`src/rtl/z80_bus_resp.sv`:
```
// Z80 bus responder: turns CPU memory/I/O strobes into one back-end request per bus cycle
// and stretches the cycle with WAIT until mem_ack. Define Z80_BUS_TIMEOUT_EN for a wait timeout.
module z80_bus_resp #(
    parameter int unsigned TIMEOUT = 255
) (
    input  logic        clock,
    input  logic        reset,
    input  logic        cep,
    input  logic        mreq_n,
    input  logic        iorq_n,
    input  logic        rd_n,
    input  logic        wr_n,
    input  logic        rfsh_n,
    input  logic [15:0] a,
    input  logic [7:0]  d,
    output logic [7:0]  q,
    output logic        wait_n,
    output logic        mem_req,
    output logic        mem_we,
    output logic        mem_io,
    output logic [15:0] mem_addr,
    output logic [7:0]  mem_wdata,
    input  logic [7:0]  mem_rdata,
    input  logic        mem_ack,
    output logic        err
);

    typedef enum logic [1:0] {StIdle, StWait, StHold} state_e;

    if (TIMEOUT < 1 || TIMEOUT > 255) begin : g_bad_timeout
        $error("z80_bus_resp: TIMEOUT must be in 1..255");
    end

    state_e      state_q, state_d;
    logic [7:0]  q_q, q_d;
    logic        wait_n_q, wait_n_d;
    logic        mem_req_q, mem_req_d;
    logic        mem_we_q, mem_we_d;
    logic        mem_io_q, mem_io_d;
    logic [15:0] mem_addr_q, mem_addr_d;
    logic [7:0]  mem_wdata_q, mem_wdata_d;
    logic        cycle_start;
    logic        bus_released;
`ifdef Z80_BUS_TIMEOUT_EN
    logic [7:0]  cnt_q, cnt_d;
    logic        err_q, err_d;
`endif

    // Refresh cycles assert mreq_n with rfsh_n low and must never reach the back-end.
    assign cycle_start  = cep && ((!mreq_n && rfsh_n) || !iorq_n) && (!rd_n || !wr_n);
    assign bus_released = cep && ((mreq_n && iorq_n) || (rd_n && wr_n));

    always_comb begin
        state_d     = state_q;
        q_d         = q_q;
        wait_n_d    = wait_n_q;
        mem_req_d   = 1'b0;
        mem_we_d    = mem_we_q;
        mem_io_d    = mem_io_q;
        mem_addr_d  = mem_addr_q;
        mem_wdata_d = mem_wdata_q;
`ifdef Z80_BUS_TIMEOUT_EN
        cnt_d       = cnt_q;
        err_d       = 1'b0;
`endif
        case (state_q)
            StIdle: begin
                if (cycle_start) begin
                    mem_addr_d  = a;
                    mem_wdata_d = d;
                    mem_we_d    = !wr_n;
                    mem_io_d    = !iorq_n;
                    mem_req_d   = 1'b1;
                    wait_n_d    = 1'b0;
                    state_d     = StWait;
`ifdef Z80_BUS_TIMEOUT_EN
                    cnt_d       = 8'd0;
`endif
                end
            end
            StWait: begin
`ifdef Z80_BUS_TIMEOUT_EN
                cnt_d = cnt_q + 8'd1;
`endif
                // An ack coinciding with our own request pulse cannot belong to this cycle.
                if (mem_ack && !mem_req_q) begin
                    if (!mem_we_q) begin
                        q_d = mem_rdata;
                    end
                    wait_n_d = 1'b1;
                    state_d  = StHold;
                end
`ifdef Z80_BUS_TIMEOUT_EN
                else if (cnt_d == 8'(TIMEOUT)) begin
                    if (!mem_we_q) begin
                        q_d = 8'hFF;
                    end
                    wait_n_d = 1'b1;
                    err_d    = 1'b1;
                    state_d  = StHold;
                end
`endif
            end
            StHold: begin
                if (bus_released) begin
                    state_d = StIdle;
                end
            end
            default: state_d = StIdle;
        endcase
    end

    always_ff @(posedge clock or posedge reset) begin
        if (reset) begin
            state_q     <= StIdle;
            q_q         <= 8'hFF;
            wait_n_q    <= 1'b1;
            mem_req_q   <= 1'b0;
            mem_we_q    <= 1'b0;
            mem_io_q    <= 1'b0;
            mem_addr_q  <= 16'h0000;
            mem_wdata_q <= 8'h00;
`ifdef Z80_BUS_TIMEOUT_EN
            cnt_q       <= 8'd0;
            err_q       <= 1'b0;
`endif
        end else begin
            state_q     <= state_d;
            q_q         <= q_d;
            wait_n_q    <= wait_n_d;
            mem_req_q   <= mem_req_d;
            mem_we_q    <= mem_we_d;
            mem_io_q    <= mem_io_d;
            mem_addr_q  <= mem_addr_d;
            mem_wdata_q <= mem_wdata_d;
`ifdef Z80_BUS_TIMEOUT_EN
            cnt_q       <= cnt_d;
            err_q       <= err_d;
`endif
        end
    end

    assign q         = q_q;
    assign wait_n    = wait_n_q;
    assign mem_req   = mem_req_q;
    assign mem_we    = mem_we_q;
    assign mem_io    = mem_io_q;
    assign mem_addr  = mem_addr_q;
    assign mem_wdata = mem_wdata_q;
`ifdef Z80_BUS_TIMEOUT_EN
    assign err       = err_q;
`else
    assign err       = 1'b0;
`endif

endmodule

```
`config.mk`:
```
export PLATFORM = sky130hd
export DESIGN_NAME = z80_bus_resp
export DESIGN_NICKNAME = d
export VERILOG_FILES = /design/src/rtl/z80_bus_resp.sv
export SDC_FILE = /design/constraint.sdc
export NUM_CORES = 1
export LEC_CHECK = 0
export BUFFER_PORTS_ARGS = -buffer_cell sky130_fd_sc_hd__buf_2
export CAP_MARGIN = 0
export CORE_ASPECT_RATIO = 1.25
export CORE_MARGIN = 2
export CORE_UTILIZATION = 45
export CTS_CLUSTER_DIAMETER = 150
export DETAILED_ROUTE_END_ITERATION = 10
export HOLD_SLACK_MARGIN = 0.08
export MAX_ROUTING_LAYER = met4
export PLACE_DENSITY = 0.78
export RECOVER_POWER = 25
export SYNTH_ARGS = -nofsm -noshare
export SYNTH_HDL_FRONTEND = slang
export SYNTH_SLANG_ARGS = --single-unit
```
`constraint.sdc`:
```
create_clock -name clock -period 2.6 [get_ports clock]
set_clock_uncertainty 0.15 [all_clocks]
set_input_delay 0.26 -clock clock [delete_from_list [all_inputs] [get_ports clock]]
set_output_delay 0.26 -clock clock [all_outputs]
set_load 0.05 [all_outputs]
```
# Word level (Yosys, flattened, before mapping)
# Cells that the tools add are included.
# word_totals
in_bits	41
reg_bits	38
# op_classes
bitwise_logic	1
n_mux	9
n_reduce_logical	21
eq_ne	5
# ops
operator	count
$reduce_and 3->1	3
$logic_and 1x1->1	7
$mux 2	3
$ne 2x2->1 const B	3
$pmux 2 s3	1
$logic_not 1->1	5
$mux 1	4
$logic_or 1x1->1	3
$eq 2x1->1 const B	1
$eq 2x2->1 const B	1
$logic_not 2->1	1
$pmux 1 s2	1
$reduce_and 2->1	1
$reduce_bool 2->1	1
$not 1->1	1

# Depth between registers and ports, before layout
# Gate-level depths: netlist of run 1.
# depth
depth_word	7
ltp_mapped	4
mapped_depth_nobuf	3

# Least setup slack after synthesis of run 1
# Ideal clock, no wire load.
# synth_path
path_type	input -> register
startpoint	in cep
endpoint	reg mem_addr_q[0], in the netlist mem_addr[0]
path_buffers	1
slack_ns	0.720
arrival_time_ns	1.605
required_ns	2.325
setup_ns	0.125
path_stages	4
cell_sequence	a21bo_4 a2111oi_4 buf_6 mux2_4
# synth_via
elab_chain_len	3
# synth_rtl
element	line_no	text
start, declared	8	input logic cep,
$logic_and 1x1->1 (2 in series)	50	assign cycle_start = cep && ((!mreq_n && rfsh_n) || !iorq_n) && (!rd_n || !wr_n);
$reduce_and 2->1 (no line)	--	
end signal, assigned	134	mem_addr_q <= mem_addr_d;
end, declared	40	logic [15:0] mem_addr_q, mem_addr_d;
# Every way passes these cells.
# A chain may end at the register's enable or synchronous reset.

# Worst setup path after layout of run 1
# layout_path
startpoint	in wr_n
endpoint	reg mem_addr_q[8], in the netlist mem_addr[8]
# layout_via
elab_chain_len	4
# layout_rtl
element	line_no	text
start, declared	12	input logic wr_n,
$logic_not 1->1	50	
$logic_or 1x1->1	50	
$logic_and 1x1->1	50	
$reduce_and 2->1 (no line)	--	
# Every way passes these cells.

==> metrics.md, run 1 <==
| Metric | Value |
|---|---|
| Result of the run | `finished, final reports clean` |
| Proportion of layout cells with a drive suffix above 1 | `54.7%` |
| Setup TNS | `0 ps` |
| Avg Synthesized Cell Area | `16.6 um^2` |
| Largest family of logic cells by synthesized area | `multiplexers` |
| Row Count | `24` |
| WHS | `102 ps` |
| Number of CTS-inserted buffers | `5` |
| DP HPWL | `2540 um` |
| Tcrit/Tclk final | `~83%` |
| Initial antenna violation count | `0` |
| Inst Count DP | `211` |
| Root Buffer | `clkbuf_8` |
| Hold crit path type | `input pin to flip-flop` |
| Final Critical Period | `2170 ps` |
| Antenna cells | `0` |
| Simple-gate share of the synthesized area | `2.11%` |
| Post-synthesis mux area share | `27.8%` |
| Sw power | `1.69 mW` |
| DRC | `0` |
| Setup Crit Path Kind | `input pin to flip-flop` |
| First-pass GRT wire length | `~6500 um` |
| Max-capacitance violation count | `0` |
| Crit path required time | `2620 ps` |
| Pwr Density | `between 1000 and 1500 nW/um^2` |
| Yosys warns | `0` |
| Clock Sinks | `38` |
| Sequential cell area | `just under 1000 um^2` |
| CP startpoint | `wr_n` |
| Commonest cells after routing, fill and taps aside | `62 x buf_2, 34 x dlygate4sd3_1, 29 x dfrtp_1` |
| Fill count | `237` |
| Worst flop-to-flop path startpoint | `state_q[0]` |
| Synth Area in Adders | `0%` |
| Vias in the first global route | `1405` |
| Netlist Area Pre-Place | `1600 um^2` |
| CP Data Arrival Time | `roughly 2200 ps` |
| Gr usage total | `between 20% and 30%` |
| Die Area | `4050 um^2` |
| Static leakage | `1.17 nW` |
| Logic pwr share | `55.0%` |
| Sw frac | `49.8%` |
| Crit. End Element | `flip-flop` |
| GR Layer Usage met3 | `6.40%` |
| Internal power | `1.70 mW` |
| Largest net degree at the start of global routing | `17` |
| Final setup viols | `0` |
| Worst Max-Slew Pin Slew | `slightly above 600 ps` |
| RSZ-0062 raised after global routing | `no` |
| Compound-Gate Fraction of Synth Area | `6.26%` |
| Detail Route Antenna Nets | `0` |
| Setup crit start kind | `input pin` |
| Placer Congestion | `between 0.8 and 0.9` |
| Detailed-route wire length per cell | `15.6 um` |
| Wirelength, routed | `3950 um` |
| Clock transition at the registers of the reported paths | `70 ps` |
| Synth Area in XOR/XNOR | `0%` |
| Final nets | `254` |
| Clock buffer depth | `2` |
| Via count | `1231` |
| Rel. slew slack | `between 50% and 60%` |
| GR Util met2 | `37.2%` |
| Die span in x | `57.3 um` |
| Seq/Total Area, Yosys | `60.2%` |
| DR vias/cell | `4.87` |
| Area Overhead vs Synth | `52.5%` |
| Commonest non-fill, non-tap cell in the layout | `buf_2` |
| Startpoint of the worst hold path | `iorq_n` |
| Initial Util | `a little under half` |
| Multi-input gate area | `582 um^2` |
| Io pins | `78` |
| Clock power frac | `12.1%` |
| # H-tree levels | `2` |
| Hold Violations, Final | `0` |
| Fin cells | `roughly 250` |
| Worst VDD drop | `0.000878 V` |
| Initial DRT Pass Iterations | `4` |
| Total congestion overflow | `0` |
| Peak Freq | `0.461 GHz` |
| Most Used Layer, Global Route | `met2` |
| #FFs+latches synth | `38` |
| Core area | `3450 um^2` |
| Critical path fanouts, max | `14` |
| Syn_nets | `137` |
| CTS tree | `done` |
| Met1 Use GR | `25.4%` |
| Mapped Cells | `96` |
| Input/output buffers | `76` |
| Die H | `70.6 um` |
| Post-CTS resize count | `0` |
| Cell variety after synth | `22` |
| Worst skew pair latency | `290 ps` |
| Final Max Slew Viols | `0` |
| 1st-iter DRT viols | `19` |
| Sequential Power Share | `between 30 and 40%` |
## per-stage QoR
stage                     instance area (um^2)  power (mW)  util [%]  setup WS, ps
after detailed placement                  2020        2.97      58.6           678
after global routing                      2440        3.53      70.5           385
after floorplan                           1600        2.57         -           720
after global placement                    2020        2.92      58.6           740
after CTS                                 2450        3.43      71.1           435
final                                     2440        3.39      70.5           433
## synth_stat cells, drive strengths merged
cell type	instances	area (um^2)
a22o	1	8.76
nor3b	1	7.51
nand3	1	5.00
nand3b	1	7.51
a21bo	1	16.3
dfstp	9	236
inv	5	18.8
o211a	1	10.0
dfrtp	29	726
a21oi	1	5.00
mux2i	2	20.0
mux2	32	424
conb	1	3.75
clkbuf	1	5.00
o21bai	1	7.51
a2111oi	1	27.5
nand2b	1	13.8
buf	3	30.0
o21ai	2	10.0
a211oi	2	15.0
## power groups by stage
stage / Sequential, mW / Combinational [mW] / Clock (mW)
CTS: 1.11 / 1.90 / 0.425
floorplan: 2.10 / 0.471 / 0
finish: 1.11 / 1.86 / 0.411
detailed placement: 1.11 / 1.86 / 0
global placement: 1.10 / 1.82 / 0
global route: 1.15 / 1.93 / 0.448
## worst paths after layout
check,endpoint,slack (ps),cells after the start
worst max-delay path,mem_addr[8],430,6
worst min-delay path,mem_io,100,2
worst max register to register,mem_addr[8],870,3
worst min register to register,mem_addr[4],360,1
max in group asynchronous,q[5],1220,4
min in group asynchronous,mem_addr[3],450,3
## logic make-up after synthesis
| group | count (synthesis) |
|---|---|
| flops | 38 |
| simple gates | 4 |
| mux | 34 |
| buf+inv | 9 |
| other cells | 1 |
| compound gates | 10 |
## routing by layer
metal / routed length [um] / up-vias / part of all wire [%]
li1: - / 566 / -
met1: 1530 / 610 / 39
met2: 2150 / 46 / 55
met3: 178 / 9 / 4.5
met4: 88 / 0 / 2.2
met5: 0 / - / 0
## timing repair
action,in CTS,in global routing
buffers inserted,0,0
hold buffers,34,0
hold endpoints to repair,46,0
## sequential cells by signal (all words and copies together), names as in the netlist
| signal | cells |
|---|---|
| mem_addr | 16 |
| mem_wdata | 8 |
| q | 8 |
| state_q | 2 |
| mem_io | 1 |
| mem_req | 1 |
| mem_we | 1 |
| wait_n | 1 |
## worst max-delay path, stage by stage
cell and delay, ps:
dlygate4sd3_1 530, buf_2 140, a21bo_4 220, a2111oi_4 340, buf_4 310, mux2_2 370
## final cells by class
cell class / instances / share of cell area (%)
tap: 39 / 2.00
inverter: 5 / 0.770
timing repair buffer: 114 / 30.1
sequential: 38 / 39.5
multi-input combinational: 49 / 23.9
clock inverter: 1 / 0.205
clock buffer: 7 / 3.54
No activity file was read; power rests on OpenSTA's default activity.
==> inputs of run 2 (changes only) <==
clock period = 2.2 ns   (was 2.6 ns; I/O delays follow)
==> run 2 against run 1 <==
Die area is the same. Combinational power rose by 19%. Cell area increased by 0.67%. Critical endpoint unchanged. First-iteration DRC count is 5.3% lower. Setup slack worse by 370 ps. Via count down 1.6%. Sequential share of layout area is 0.26 points lower. Highest routed layer unchanged. Total power is 18% higher.
==> metrics.md, run 2 (same netlist as run 1, synthesis figures left out) <==
| Metric | Value |
|---|---|
| Pwr Density | `1630 nW/um^2` |
| Met1 Use GR | `24.0%` |
| Fin cells | `254` |
| Wirelength, routed | `3640 um` |
| Clock buffer depth | `2` |
| Tcrit/Tclk final | `97.1%` |
| Via count | `1211` |
| Final nets | `255` |
| Fin area | `2450 um^2` |
| Input/output buffers | `76` |
| Inst Count DP | `210` |
| Hold crit path type | `input pin to flip-flop` |
| # H-tree levels | `2` |
| RSZ-0062 raised after global routing | `no` |
| Hold Crit Depth | `3` |
| Setup Crit Path Kind | `input pin to flip-flop` |
| Die span in x | `between 50 and 60 um` |
| Number of CTS-inserted buffers | `5` |
| Hold Violations, Final | `0` |
| Die Area | `between 4000 and 5000 um^2` |
| Worst Max-Slew Pin Slew | `895 ps` |
| Reg2Reg Depth | `3` |
| CTS tree | `done` |
| GR Util met2 | `34.0%` |
| Clock Sinks | `38` |
| CP Data Arrival Time | `around 2200 ps` |
| Result of the run | `finished, final reports clean` |
| Area Overhead vs Synth | `53.5%` |
| First-pass GRT wire length | `roughly 6200 um` |
| Peak Freq | `0.468 GHz` |
| Initial antenna violation count | `0` |
| Io pins | `about 80` |
| Antenna cells | `0` |
| Final Critical Period | `2140 ps` |
| R2r setup slk | `460 ps` |
| Fill count | `239` |
| DRC | `0` |
| Setup TNS | `0 ps` |
| Root Buffer | `clkbuf_8` |
| Crit path required time | `between 2000 and 2500 ps` |
| Setup crit start kind | `input pin` |
| Vias in the first global route | `1334` |
| Worst VDD drop | `~0.0011 V` |
| Max-capacitance violation count | `0` |
| GR Layer Usage met3 | `7.50%` |
| Detail Route Antenna Nets | `0` |
| Final Max Slew Viols | `0` |
| DR vias/cell | `around 4.8` |
| DP HPWL | `2460 um` |
| Crit. End Element | `flip-flop` |
| Core area | `3450 um^2` |
| Commonest non-fill, non-tap cell in the layout | `buf_2` |
| Placer Congestion | `0.850` |
| Largest register FFs | `16` |
| Die H | `about 71 um` |
| Placement Cell Area | `about 2000 um^2` |
| Initial Util | `around 46%` |
| Row Count | `24` |
| Most Used Layer, Global Route | `met2` |
| Detailed-route wire length per cell | `14.3 um` |
| Critical path fanouts, max | `14` |
| Commonest cells after routing, fill and taps aside | `76 x buf_2, 36 x dlygate4sd3_1, 29 x dfrtp_1` |
| Largest net degree at the start of global routing | `39` |
| Static leakage | `1.21 nW` |
| Proportion of layout cells with a drive suffix above 1 | `59.5%` |
| Clock transition at the registers of the reported paths | `70 ps` |
| Sequential cell area | `962 um^2` |
| Rel. slew slack | `40.3%` |
| Multi-input gate area | `582 um^2` |
| Gr usage total | `around a fifth` |
| Initial DRT Pass Iterations | `4` |
| 1st-iter DRT viols | `18` |
| Final setup viols | `0` |
| Worst skew pair latency | `290 ps` |
| Total congestion overflow | `0` |
## run 2: where the power goes
group | internal, mW | switching (mW) | total [mW]
clock | 0.225 | 0.228 | 0.453
combinational | 0.692 | 1.53 | 2.22
sequential | 1.10 | 0.212 | 1.32
## run 2: metrics by stage
| stage | total power [mW] | utilization (%) | worst slack [ps] | hold slack (ps) |
|---|---|---|---|---|
| after detailed placement | 3.50 | 58.3 | 317 | 205 |
| after global placement | 3.45 | 58.3 | 375 | 190 |
| final | 3.99 | 71.0 | 64.8 | 110 |
| after CTS | 4.03 | 71.1 | 58.0 | 103 |
| after global routing | 4.19 | 71.0 | 15.5 | 121 |
| after floorplan | 3.03 | - | 359 | 163 |
## run 2: final cells by class
cell class,instances,share of cell area [%]
Sequential cell,38,39.2
Inverter,5,0.765
Multi-Input combinational cell,49,23.7
Timing Repair Buffer,115,31.0
Tap cell,39,1.99
Clock buffer,8,3.27
## run 2: worst paths after layout
| kind | endpoint | start |
|---|---|---|
| worst max-delay path | mem_addr[8] | wr_n |
| worst min-delay path | state_q[1] | cep |
| worst max register to register | mem_addr[8] | state_q[0] |
| worst min register to register | wait_n | wait_n |
| max in group asynchronous | mem_addr[7] | reset |
| min in group asynchronous | mem_addr[1] | reset |
## run 2: timing repair
action,4_1_cts,5_1_grt
setup buffers,0,0
hold buffers,36,0
hold endpoints to repair,64,0
gates resized for setup,0,0
## run 2: worst max-delay path, stage by stage
cell and delay, ps:
dlygate4sd3_1 530, buf_2 140, a21bo_4 220, a2111oi_4 340, buf_4 320, mux2_2 380
## run 2: routing by layer
metal	vias to the layer above	part of all wire (%)
met4	0	2.3
met3	9	6.0
met2	46	54
li1	570	-
met5	-	0
met1	586	37
==> inputs of run 3 (changes only) <==
BUFFER_PORTS_ARGS = -buffer_cell sky130_fd_sc_hd__buf_4   (was -buffer_cell sky130_fd_sc_hd__buf_2)
==> run 3 against run 2 <==
Hold slack got worse by 18 ps. Critical path depth unchanged. Combinational power increased by 10%. Wire length increased by 8.4%. Cell count decreased by 0.39%. Via count increased by 0.41%. Total power increased by 6.9%. Core utilization increased by 5.5 points.
==> metrics.md, run 3 (same netlist as run 1, synthesis figures left out) <==
| Metric | Value |
|---|---|
| Core area | `3450 um^2` |
| Final nets | `between 200 and 300` |
| DP HPWL | `2550 um` |
| GR Layer Usage met3 | `5.12%` |
| Via count | `1216` |
| Placer Congestion | `between 0.8 and 0.9` |
| Gr usage total | `between 20% and 30%` |
| Detail Route Antenna Nets | `0` |
| Crit. End Element | `flip-flop` |
| Rel. slew slack | `between 40 and 50%` |
| Setup TNS | `0 ps` |
| Largest register FFs | `16` |
| 1st-iter DRT viols | `19` |
| Final setup viols | `0` |
| Pwr Density | `1610 nW/um^2` |
| Hold crit path type | `input pin to flip-flop` |
| R2r setup slk | `a little under 500 ps` |
| Sw power | `2.01 mW` |
| Internal power | `~2.3 mW` |
| Number of CTS-inserted buffers | `5` |
| Initial Util | `between 40% and 50%` |
| Placement Cell Area | `between 2000 and 2500 um^2` |
| Post-CTS setup buffers | `0` |
| Reg2Reg Depth | `3` |
| Hold Path End | `state_q[1]` |
| WHS | `92.3 ps` |
| Proportion of layout cells with a drive suffix above 1 | `between 60 and 70%` |
| Commonest non-fill, non-tap cell in the layout | `buf_4` |
| Vias in the first global route | `about 1400` |
| Fin area | `about 2600 um^2` |
| Wirelength, routed | `around 4000 um` |
| Final Critical Period | `~2100 ps` |
| Tcrit/Tclk final | `95.9%` |
| Hold Crit Depth | `3` |
| Max-capacitance violation count | `0` |
| Initial antenna violation count | `0` |
| CP Data Arrival Time | `2130 ps` |
| FF-to-FF End | `mem_addr[10]` |
| Clock power frac | `11.3%` |
| Share of the core filled with cells | `~77%` |
| Peak Freq | `0.474 GHz` |
| Die H | `70.6 um` |
| Antenna cells | `0` |
| Total congestion overflow | `0` |
| Area Overhead vs Synth | `65.5%` |
| Critical path fanouts, max | `14` |
| Root Buffer | `clkbuf_8` |
| Commonest cells after routing, fill and taps aside | `77 x buf_4, 35 x dlygate4sd3_1, 29 x dfrtp_1` |
| Clock Sinks | `38` |
| Worst skew pair latency | `280 ps` |
| Sequential Power Share | `31.3%` |
| CTS Hold Buffers Added | `35` |
| Hold Violations, Final | `0` |
| Input/output buffers | `76` |
| Most Used Layer, Global Route | `met2` |
| DR vias/cell | `just under 5` |
| Crit path required time | `2220 ps` |
| Setup crit start kind | `input pin` |
| Static leakage | `1.28 nW` |
| # H-tree levels | `2` |
| Sequential cell area | `962 um^2` |
| CTS tree | `done` |
| Fill count | `~210` |
| Final Max Slew Viols | `0` |
| Multi-input gate area | `582 um^2` |
| RSZ-0062 raised after global routing | `no` |
| First-pass GRT wire length | `6430 um` |
| Worst Max-Slew Pin Slew | `892 ps` |
| Clock transition at the registers of the reported paths | `70 ps` |
| DRC | `0` |
| Worst VDD drop | `between 0.001 and 0.0015 V` |
| GR Util met2 | `39.3%` |
| Sw frac | `47.0%` |
| Result of the run | `finished, final reports clean` |
| Row Count | `24` |
| Worst flop-to-flop path startpoint | `state_q[0]` |
| Detailed-route wire length per cell | `15.6 um` |
| Die span in x | `roughly 57 um` |
| Die Area | `4050 um^2` |
| Post-CTS resize count | `0` |
| Initial DRT Pass Iterations | `4` |
| Io pins | `78` |
| Logic pwr share | `around 57%` |
| Startpoint of the worst hold path | `mem_ack` |
| Clock buffer depth | `2` |
| Met1 Use GR | `23.0%` |
| Largest net degree at the start of global routing | `39` |
| Setup Crit Path Kind | `input pin to flip-flop` |
==> run 3: power by group through the flow <==
stage               registers (mW)  clock network (mW)  logic (mW)
floorplan                     2.48                   0       0.556
global placement              1.33                   0        2.37
detailed placement            1.33                   0        2.41
CTS                           1.33               0.499        2.46
global route                  1.38               0.522        2.54
finish                        1.34               0.483        2.45
==> run 3: worst max-delay path, stage by stage <==
cell           delay (ps)
dlygate4sd3_1         540
buf_4                 150
a21bo_4               220
a2111oi_4             330
buf_4                 310
mux2_2                370
==> run 3: worst max path at each step <==
stage                              end        from  slack [ps]  cells past startpoint
after CTS                 mem_addr[10]        wr_n          80                      6
after global placement     mem_addr[9]        rd_n         380                      5
after floorplan            mem_addr[0]  state_q[0]         360                      4
final                     mem_addr[10]        wr_n          90                      6
after detailed placement  mem_addr[10]        rd_n         330                      5
after global routing       mem_addr[9]        wr_n          20                      6
==> run 3: routing by layer <==
metal	wire length (um)	part of all wire, %
met1	1440	36
met2	2270	57
met3	187	4.7
met4	53	1.3
met5	0	0
==> run 3: cell type report <==
type,count,area share [%]
repair buffers,114,35.6
inverters,5,0.710
clock inverters,1,0.189
multi-input cells,49,22.0
flip-flops and latches,38,36.4
well taps,39,1.85
clock buffers,7,3.27
==> run 3: metrics by stage <==
stage	worst slack [ps]	instances	total power [mW]
6_report	89.8	253	4.27
5_1_grt	17.7	253	4.44
4_1_cts	83.9	253	4.29
3_5_place_dp	332	210	3.74
3_3_place_gp	379	210	3.69
2_1_floorplan	359	96	3.03
